$ cat config.mk
export PLATFORM = sky130hd
export DESIGN_NAME = argmax_select_flat
export DESIGN_NICKNAME = d
export VERILOG_FILES = /design/src/rtl/argmax_select_if.sv /design/src/rtl/argmax_select.sv /design/src/flat_wrapper.sv
export SDC_FILE = /design/constraint.sdc
export NUM_CORES = 1
export LEC_CHECK = 0
export ABC_AREA = 0
export BUFFER_PORTS_ARGS = -buffer_cell sky130_fd_sc_hd__buf_2
export CORE_ASPECT_RATIO = 0.7
export CORE_MARGIN = 8
export CORE_UTILIZATION = 35
export DETAILED_ROUTE_END_ITERATION = 8
export MAX_ROUTING_LAYER = met4
export PLACE_DENSITY_LB_ADDON = 0.15
export SLEW_MARGIN = 30
export SYNTH_ARGS = -nofsm -noshare
export SYNTH_HDL_FRONTEND = slang
export SYNTH_SLANG_ARGS = --single-unit
export TNS_END_PERCENT = 1
$ cat constraint.sdc
create_clock -name clk -period 3.35 [get_ports clk]
set_input_delay 0.67 -clock clk [delete_from_list [all_inputs] [get_ports clk]]
set_output_delay 0.67 -clock clk [all_outputs]
set_load 0.02 [all_outputs]
$ cat src/rtl/argmax_select_if.sv
// Score-stream and classification-result bundle for argmax_select.
// The margin signal exists only when ARGMAX_MARGIN_EN is defined.
interface argmax_select_if #(
  parameter int DATA_W = 20
);
  logic                     en;
  logic signed [DATA_W-1:0] result;
  logic                     flag_begin;
  logic [3:0]               class_idx;
  logic signed [DATA_W-1:0] max_val;
`ifdef ARGMAX_MARGIN_EN
  logic signed [DATA_W:0]   margin;
`endif
  logic                     busy;
  logic                     done;

`ifdef ARGMAX_MARGIN_EN
  modport master (output en, result, flag_begin,
                  input  class_idx, max_val, margin, busy, done);
  modport slave  (input  en, result, flag_begin,
                  output class_idx, max_val, margin, busy, done);
`else
  modport master (output en, result, flag_begin,
                  input  class_idx, max_val, busy, done);
  modport slave  (input  en, result, flag_begin,
                  output class_idx, max_val, busy, done);
`endif
endinterface

$ cat src/rtl/argmax_select.sv
// argmax_select: running signed maximum and its index over a frame of
// NEU_NUM score beats; registers the winner and pulses done at frame end.
// Optional feature macro: ARGMAX_MARGIN_EN (runner-up tracking and margin).
//
// state | meaning
// IDLE  | waiting for beat 0 of a frame
// ACC   | frame partially accumulated, cnt = index of the next beat
module argmax_select #(
  parameter int FEATURE_WIDE = 4,
  parameter int NEU_NUM      = 8
) (
  input  logic           clk,
  input  logic           rst_n,
  argmax_select_if.slave bus
);
  localparam int DATA_W = FEATURE_WIDE + 16;
  localparam logic [3:0] LAST_BEAT = 4'(NEU_NUM - 1);

  typedef enum logic {IDLE = 1'b0, ACC = 1'b1} state_t;

  state_t                   state, state_nx;
  logic [3:0]               cnt, cnt_nx;
  logic signed [DATA_W-1:0] cur_max, cur_max_nx;
  logic [3:0]               cur_idx, cur_idx_nx;
  logic [3:0]               class_q, class_nx;
  logic signed [DATA_W-1:0] max_q, max_nx;
  logic                     done_q, done_nx;

  logic                     new_max;
  logic signed [DATA_W-1:0] upd_max;
  logic [3:0]               upd_idx;

`ifdef ARGMAX_MARGIN_EN
  localparam logic signed [DATA_W-1:0] MOST_NEG = {1'b1, {(DATA_W-1){1'b0}}};
  logic signed [DATA_W-1:0] run_max, run_max_nx, upd_run;
  logic signed [DATA_W:0]   margin_q, margin_nx, upd_margin;
`endif

  // Candidate winner (and runner-up) after folding in the current beat.
  always_comb begin
    new_max = bus.result > cur_max;
    upd_max = new_max ? bus.result : cur_max;
    upd_idx = new_max ? cnt : cur_idx;
`ifdef ARGMAX_MARGIN_EN
    upd_run = run_max;
    if (new_max)
      upd_run = cur_max;
    else if (bus.result > run_max)
      upd_run = bus.result;
    // Sign-extended by one bit so extreme operands cannot overflow.
    upd_margin = {upd_max[DATA_W-1], upd_max} - {upd_run[DATA_W-1], upd_run};
`endif
  end

  // Next-state, accumulator and output-register update.
  always_comb begin
    state_nx   = state;
    cnt_nx     = cnt;
    cur_max_nx = cur_max;
    cur_idx_nx = cur_idx;
    class_nx   = class_q;
    max_nx     = max_q;
    done_nx    = 1'b0;
`ifdef ARGMAX_MARGIN_EN
    run_max_nx = run_max;
    margin_nx  = margin_q;
`endif
    if (bus.en) begin
      if (bus.flag_begin || state == IDLE) begin
        // Beat 0: any partial frame is simply overwritten.
        state_nx   = ACC;
        cnt_nx     = 4'd1;
        cur_max_nx = bus.result;
        cur_idx_nx = 4'd0;
`ifdef ARGMAX_MARGIN_EN
        run_max_nx = MOST_NEG;
`endif
      end else if (cnt == LAST_BEAT) begin
        state_nx = IDLE;
        cnt_nx   = 4'd0;
        class_nx = upd_idx;
        max_nx   = upd_max;
        done_nx  = 1'b1;
`ifdef ARGMAX_MARGIN_EN
        margin_nx = upd_margin;
`endif
      end else begin
        cnt_nx     = cnt + 4'd1;
        cur_max_nx = upd_max;
        cur_idx_nx = upd_idx;
`ifdef ARGMAX_MARGIN_EN
        run_max_nx = upd_run;
`endif
      end
    end
  end

  // State, accumulators and result registers.
  always_ff @(posedge clk or negedge rst_n) begin
    if (!rst_n) begin
      state   <= IDLE;
      cnt     <= '0;
      cur_max <= '0;
      cur_idx <= '0;
      class_q <= '0;
      max_q   <= '0;
      done_q  <= 1'b0;
    end else begin
      state   <= state_nx;
      cnt     <= cnt_nx;
      cur_max <= cur_max_nx;
      cur_idx <= cur_idx_nx;
      class_q <= class_nx;
      max_q   <= max_nx;
      done_q  <= done_nx;
    end
  end

`ifdef ARGMAX_MARGIN_EN
  // Runner-up and margin registers.
  always_ff @(posedge clk or negedge rst_n) begin
    if (!rst_n) begin
      run_max  <= '0;
      margin_q <= '0;
    end else begin
      run_max  <= run_max_nx;
      margin_q <= margin_nx;
    end
  end

  assign bus.margin = margin_q;
`endif

  assign bus.class_idx = class_q;
  assign bus.max_val   = max_q;
  assign bus.done      = done_q;
  assign bus.busy      = (state == ACC);

endmodule
$ cat src/flat_wrapper.sv
// flat-port wrapper written by rule: the top's interface ports become plain ports
module argmax_select_flat 
#(
  parameter int FEATURE_WIDE = 4,
  parameter int NEU_NUM      = 8
)
  (clk, rst_n, bus_en, bus_result, bus_flag_begin, bus_class_idx, bus_max_val, bus_busy, bus_done);
  argmax_select_if bus_i ();
  input  logic clk;
  input  logic rst_n;
  input wire logic [$bits(bus_i.en)-1:0] bus_en;
  input wire logic [$bits(bus_i.result)-1:0] bus_result;
  input wire logic [$bits(bus_i.flag_begin)-1:0] bus_flag_begin;
  output wire logic [$bits(bus_i.class_idx)-1:0] bus_class_idx;
  output wire logic [$bits(bus_i.max_val)-1:0] bus_max_val;
  output wire logic [$bits(bus_i.busy)-1:0] bus_busy;
  output wire logic [$bits(bus_i.done)-1:0] bus_done;
  assign bus_i.en = bus_en;
  assign bus_i.result = bus_result;
  assign bus_i.flag_begin = bus_flag_begin;
  assign bus_class_idx = bus_i.class_idx;
  assign bus_max_val = bus_i.max_val;
  assign bus_busy = bus_i.busy;
  assign bus_done = bus_i.done;
  argmax_select #(.FEATURE_WIDE(FEATURE_WIDE), .NEU_NUM(NEU_NUM)) u_core (.clk(clk), .rst_n(rst_n), .bus(bus_i));
endmodule
==> results.cfg, run 1 <==
[run_status]
outcome = completed

[setup_path]
path_cells = buf_2 -> ha_1 -> a21oi_1 -> o21ai_1 -> a221o_1 -> a2111o_1 -> mux2_4 -> nand2_1 -> buf_4 -> mux2_2
reg2regPathDepth = 10
crit_path_max_fanout = 10
path_buf_inv = 2
cpPeakStageDelay_ns = 0.51
worst_ep_arrival_time_ns = 3.19
crit_type = primary input to register
r2r-start = u_core.cur_max[5]
slowest_stage = a2111o_1
rrSetupSlack_ns = 0.43
worstSetupEndpointType = register
crit_required_ns = 3.53
r2r-end = u_core.cur_max[9]
cp-start-kind = primary input
crit_family = compound AO/OA/AOI/OAI gates

[die]
dieHeight_microns = 91.34
fp.dieW_microns = 123.6
dieArea_sq_um = 11290
rows = 27
start_util = 0.3605
io_pins = 50
core-area_sq_um = 7871

[synthesis]
synth_xor_area_frac = 0
synth_nets = 311
syn_area_per_cell_sq_um = 10.67
synth-compound-area-share = 0.09877
synth_most_common_cell = dfrtp_1
synth-adder-area-share = 0.09259
synth_area_sq_um = 2838
synth_simple_gate_area_frac = 0.1093
yosys.area.top_type = dfrtp_1
synth_edf_count = 0
synth_flop_cell = dfrtp_1
ys_types = 36
synth_seq_cells = 54
yosys.area.top_type_share = 0.4762
netlist_top_cells_area = dfrtp_1 48%, ha_1 9.3%, mux2i_1 7.8%
synth_cells = 266
async_flop_share = 1.000
synth_top_family_by_area = multiplexers
ys_seq_area_frac = 0.4762
synthTopCellsByCount = 54 x dfrtp_1, 37 x nand2_1, 23 x inv_1
synth.area.mux_share = 0.1702
ys_warn_count = 0

[drt]
wl_per_cell_microns = 14.33
first_pass_iters = 4
drtIter0Drc = 113
drc = 0
drt-total-wl_mm = 6.047
ant_nets = 0
vias = 2029
via_per_inst = 4.808

[clock_tree]
clock_sinks = 54
htreeDepth = 2
cts_buffers = 5
root_buffer = clkbuf_16
cts.reportedPaths.clkPinSlew_ns = 0.07
cts_tree = done
ctsLongestPathBuffers = 2
post-cts-setup-buffer-count = 0
cts_resized = 0
cts_hold_buf = 0
clkLatencyLatePin_ns = 0.29

[place]
port_buffers = 49
hpwl_mm = 4.546
place.gp.congestion = 0.7403
place_area_sq_um = 3226
place_ws_ns = 0.03437

[sta]
relSlewSlack = 0.5372
rsz0062_at_grt = false
slew_violations = 0
setup_violations = 0
setup_ws_ns = 0.3387
fmax_mhz = 332.1
fin_skew_ns = 0.004759
tightest_slew_ns = 0.6942
period_share = 0.8989
layout_min_cycle_time_ns = 3.011
final_hold_viol_count = 0
fin_tns_setup_ns = 0

[global_routing]
grt_overflow_total = 0
grt_max_degree = 55
antenna_found_initial = 0
first_global_vias = 2126
grt_pass1_wl_mm = 10.49
grt_util_all_layers = 0.1175

[min_path]
hold_start = u_core.bus.class_idx[2]
hold_path_end = u_core.bus.class_idx[2]
hp-class = register to register
hold_depth = 2

[power_and_ir_drop]
finalPower_uw = 3092
leakage_uw = 0.001755
peakVddDrop_v = 0.0003617
power_density_nw_per_um2 = 911.9

[final_layout]
fin_util = 0.4308
diodes = 0
area_growth_pct = 19.49
drive_gt1_frac = 0.2679
finalInstanceArea_sq_um = 3391
nNetsFinal = 365

[flow_run]
drv_cap = 0
report_power, final:
part	internal [uW]	switching, uW	total, uW
clock network	350	233	583
registers	906	161	1070
logic	683	759	1440
worst max-delay path by stage:
stage	slack (ns)	to	depth (start not counted)	startpoint
final	0.34	u_core.cur_max[9]	10	bus_result[7]
after global placement	0.08	u_core.cur_max[18]	10	bus_result[7]
after floorplan	0.32	u_core.cur_max[1]	9	bus_result[7]
after global routing	0.24	u_core.cur_max[13]	10	bus_result[5]
after detailed placement	0.03	u_core.cur_max[13]	10	bus_result[7]
after CTS	0.34	u_core.cur_max[13]	10	bus_result[7]
metrics by stage:
step,hold WS [ns],cells
final,0.4656,422
after global placement,0.4521,414
after global routing,0.5048,422
after detailed placement,0.4574,414
after floorplan,0.3744,266
after CTS,0.4735,422
area by class of cell:
cell class,count,area (sq um)
clock inverters,3,40.04
flip-flops and latches,54,1351
inverters,23,86.33
repair buffers,58,325.3
fillers,791,4481
well taps,101,126.4
multi-input cells,178,1336
clock buffers,5,125.1
flip-flops by register name, summed over array words and instances, names as in the netlist:
register / flops
u_core.bus.busy: 1
u_core.bus.class_idx: 4
u_core.bus.done: 1
u_core.bus.max_val: 20
u_core.cnt: 4
u_core.cur_idx: 4
u_core.cur_max: 20
cells in the final DEF, fill, tap and decap left out:
master     synthesis  final
dfrtp_1           54     54
buf_2              0     49
nand2_1           37     37
inv_1             23     23
mux2i_1           22     22
ha_1              21     21
o21ai_1           18     18
mux2_2            16     16
o21ai_0           12     12
nand3_1            8      8
buf_4              2      8
a21oi_1            7      7
nand4_1            5      5
clkbuf_16          0      5
nor2_1             4      4
mux2_1             4      4
nor2b_1            2      2
and4_1             2      2
a21o_1             2      2
a32o_1             2      2
clkinv_2           0      2
nor4bb_1           1      1
and2_1             1      1
a221o_1            1      1
a21boi_0           1      1
a2111o_1           1      1
mux2i_4            1      1
nor3b_2            1      1
or2_2              1      1
nand3b_1           1      1
mux2_4             1      1
nand2b_1           1      1
o2bb2ai_1          1      1
and3_1             1      1
o31ai_1            1      1
o211ai_1           1      1
o21a_1             1      1
bufinv_16          0      1
buf_12             0      1
metal layers:
layer,GRT usage,vias to the layer above,part of all wire
met1,0.1678,960,0.52
met2,0.1612,33,0.42
li1,-,1029,-
met4,0.02697,0,0.010
met5,-,-,0
met3,0.02968,7,0.042
tightest hold or removal path, stage by stage, from the launching register on:
cell and delay, ns:
dfrtp_1 0.34, nand2_1 0.05, nand2_1 0.04
cells by family after synthesis:
family	count (synthesis)
AO/OA/AOI/OAI	48
flip-flops	54
multiplexers	44
AND/OR/NAND/NOR	65
buffers and inverters	34
adder cells (fa/ha/maj)	21
(Power assumes the default switching activity.)
==> run 2: changes to the inputs <==
Settings changed: CTS_BUF_LIST from default to sky130_fd_sc_hd__clkbuf_2 sky130_fd_sc_hd__clkbuf_4 sky130_fd_sc_hd__clkbuf_8.
==> results.cfg, run 2 (synthesized netlist as in run 1, its figures left out) <==
[power_and_ir_drop]
power_density_nw_per_um2 = 883.1
leakage_uw = 0.001729
peakVddDrop_v = 0.0003562

[min_path]
hp-class = register to register
hold_path_end = u_core.bus.class_idx[2]
hold_start = u_core.bus.class_idx[2]
hold_depth = 2

[setup_path]
crit_required_ns = 3.55
worst_ep_arrival_time_ns = 3.17
r2r-end = u_core.cur_max[9]
cp-start-kind = primary input
r2r-start = u_core.cur_max[5]
path_cells = buf_2 -> ha_1 -> a21oi_1 -> o21ai_1 -> a221o_1 -> a2111o_1 -> mux2_4 -> nand2_1 -> buf_4 -> mux2_2
crit_path_max_fanout = 10
rrSetupSlack_ns = 0.44
crit_family = compound AO/OA/AOI/OAI gates
slowest_stage = a2111o_1
path_buf_inv = 2
reg2regPathDepth = 10
cpPeakStageDelay_ns = 0.50
worstSetupEndpointType = register
crit_type = primary input to register

[sta]
setup_ws_ns = 0.3791
slew_violations = 0
fin_tns_setup_ns = 0
final_hold_viol_count = 0
setup_violations = 0
period_share = 0.8868
fin_skew_ns = 0.008580
fmax_mhz = 336.6
relSlewSlack = 0.5361
layout_min_cycle_time_ns = 2.971
rsz0062_at_grt = false
tightest_slew_ns = 0.6959

[clock_tree]
ctsLongestPathBuffers = 2
clock_sinks = 54
cts_buffers = 5
post-cts-setup-buffer-count = 0
htreeDepth = 2
cts_resized = 0
cts.reportedPaths.clkPinSlew_ns = 0.10
cts_hold_buf = 0
cts_tree = done
root_buffer = clkbuf_8
clkLatencyLatePin_ns = 0.31

[drt]
wl_per_cell_microns = 14.38
ant_nets = 0
drtIter0Drc = 101
via_per_inst = 4.787
drc = 0
drt-total-wl_mm = 6.069
vias = 2020
first_pass_iters = 4

[final_layout]
final_cell_mix = 54 x dfrtp_1, 49 x buf_2, 37 x nand2_1
drive_gt1_frac = 0.2679
nNetsFinal = 365
area_growth_pct = 17.50
diodes = 0
mostFrequentLayoutCell = dfrtp_1

[die]
rows = 27
io_pins = 50
start_util = 0.3605
core-area_sq_um = 7871
fp.dieW_microns = 123.6
dieArea_sq_um = 11290
dieHeight_microns = 91.34

[global_routing]
grt_util_all_layers = 0.1178
antenna_found_initial = 0
grt_overflow_total = 0
first_global_vias = 2116
grt_max_degree = 55
grt_pass1_wl_mm = 10.48

[place]
place_ws_ns = 0.03437
hpwl_mm = 4.546
port_buffers = 49
place.gp.congestion = 0.7403

[flow_run]
drv_cap = 0

[run_status]
outcome = completed
run 2: area by class of cell:
type	count	area (sq um)
timing repair buffer	58	325.3
clock inverter	3	40.04
clock buffer	5	68.82
multi-input combinational	178	1336
inverter	23	86.33
fill	797	4537
sequential	54	1351
tap	101	126.4
run 2: worst max path at each step:
stage                        from            endpoint  slack [ns]  depth (start not counted)
finish              bus_result[7]   u_core.cur_max[9]        0.38                         10
floorplan           bus_result[7]   u_core.cur_max[1]        0.32                          9
global placement    bus_result[7]  u_core.cur_max[18]        0.08                         10
CTS                 bus_result[7]  u_core.cur_max[13]        0.37                         10
detailed placement  bus_result[7]  u_core.cur_max[13]        0.03                         10
global route        bus_result[5]  u_core.cur_max[13]        0.28                         10
run 2: report_power, final:
part / total (uW) / switching [uW] / internal, uW / leakage, uW
combinational: 1440 / 758 / 683 / 0.000984
sequential: 1060 / 160 / 905 / 0.000687
clock: 440 / 219 / 220 / 0.0000579
run 2: stage by stage:
stage | cells | utilization | instance area [sq um] | hold slack [ns] | power [uW]
2_1_floorplan | 266 | - | 2838 | 0.3744 | 2131
3_3_place_gp | 414 | 0.4098 | 3226 | 0.4521 | 2535
3_5_place_dp | 414 | 0.4098 | 3226 | 0.4574 | 2547
4_1_cts | 422 | 0.4236 | 3334 | 0.4807 | 3006
5_1_grt | 422 | 0.4236 | 3334 | 0.5135 | 3204
6_report | 422 | 0.4236 | 3334 | 0.4729 | 2945
run 2: worst reg2reg max path: cells and delay by family (launching register included):
family | cells | cell delay [ns]
AOI/OAI and AO/OA | 4 | 1.12
adders and majority gates | 1 | 0.27
and+or+nand+nor | 1 | 0.08
DFF | 1 | 0.38
buffers and inverters | 2 | 0.25
muxes | 2 | 0.70
run 2: metal layers:
| layer | up-vias | GRT usage | part of all wire |
|---|---|---|---|
| met4 | 0 | 0.02997 | 0.011 |
| met2 | 35 | 0.1599 | 0.42 |
| met5 | - | - | 0 |
| met3 | 7 | 0.02968 | 0.045 |
| met1 | 948 | 0.1685 | 0.53 |
| li1 | 1030 | - | - |
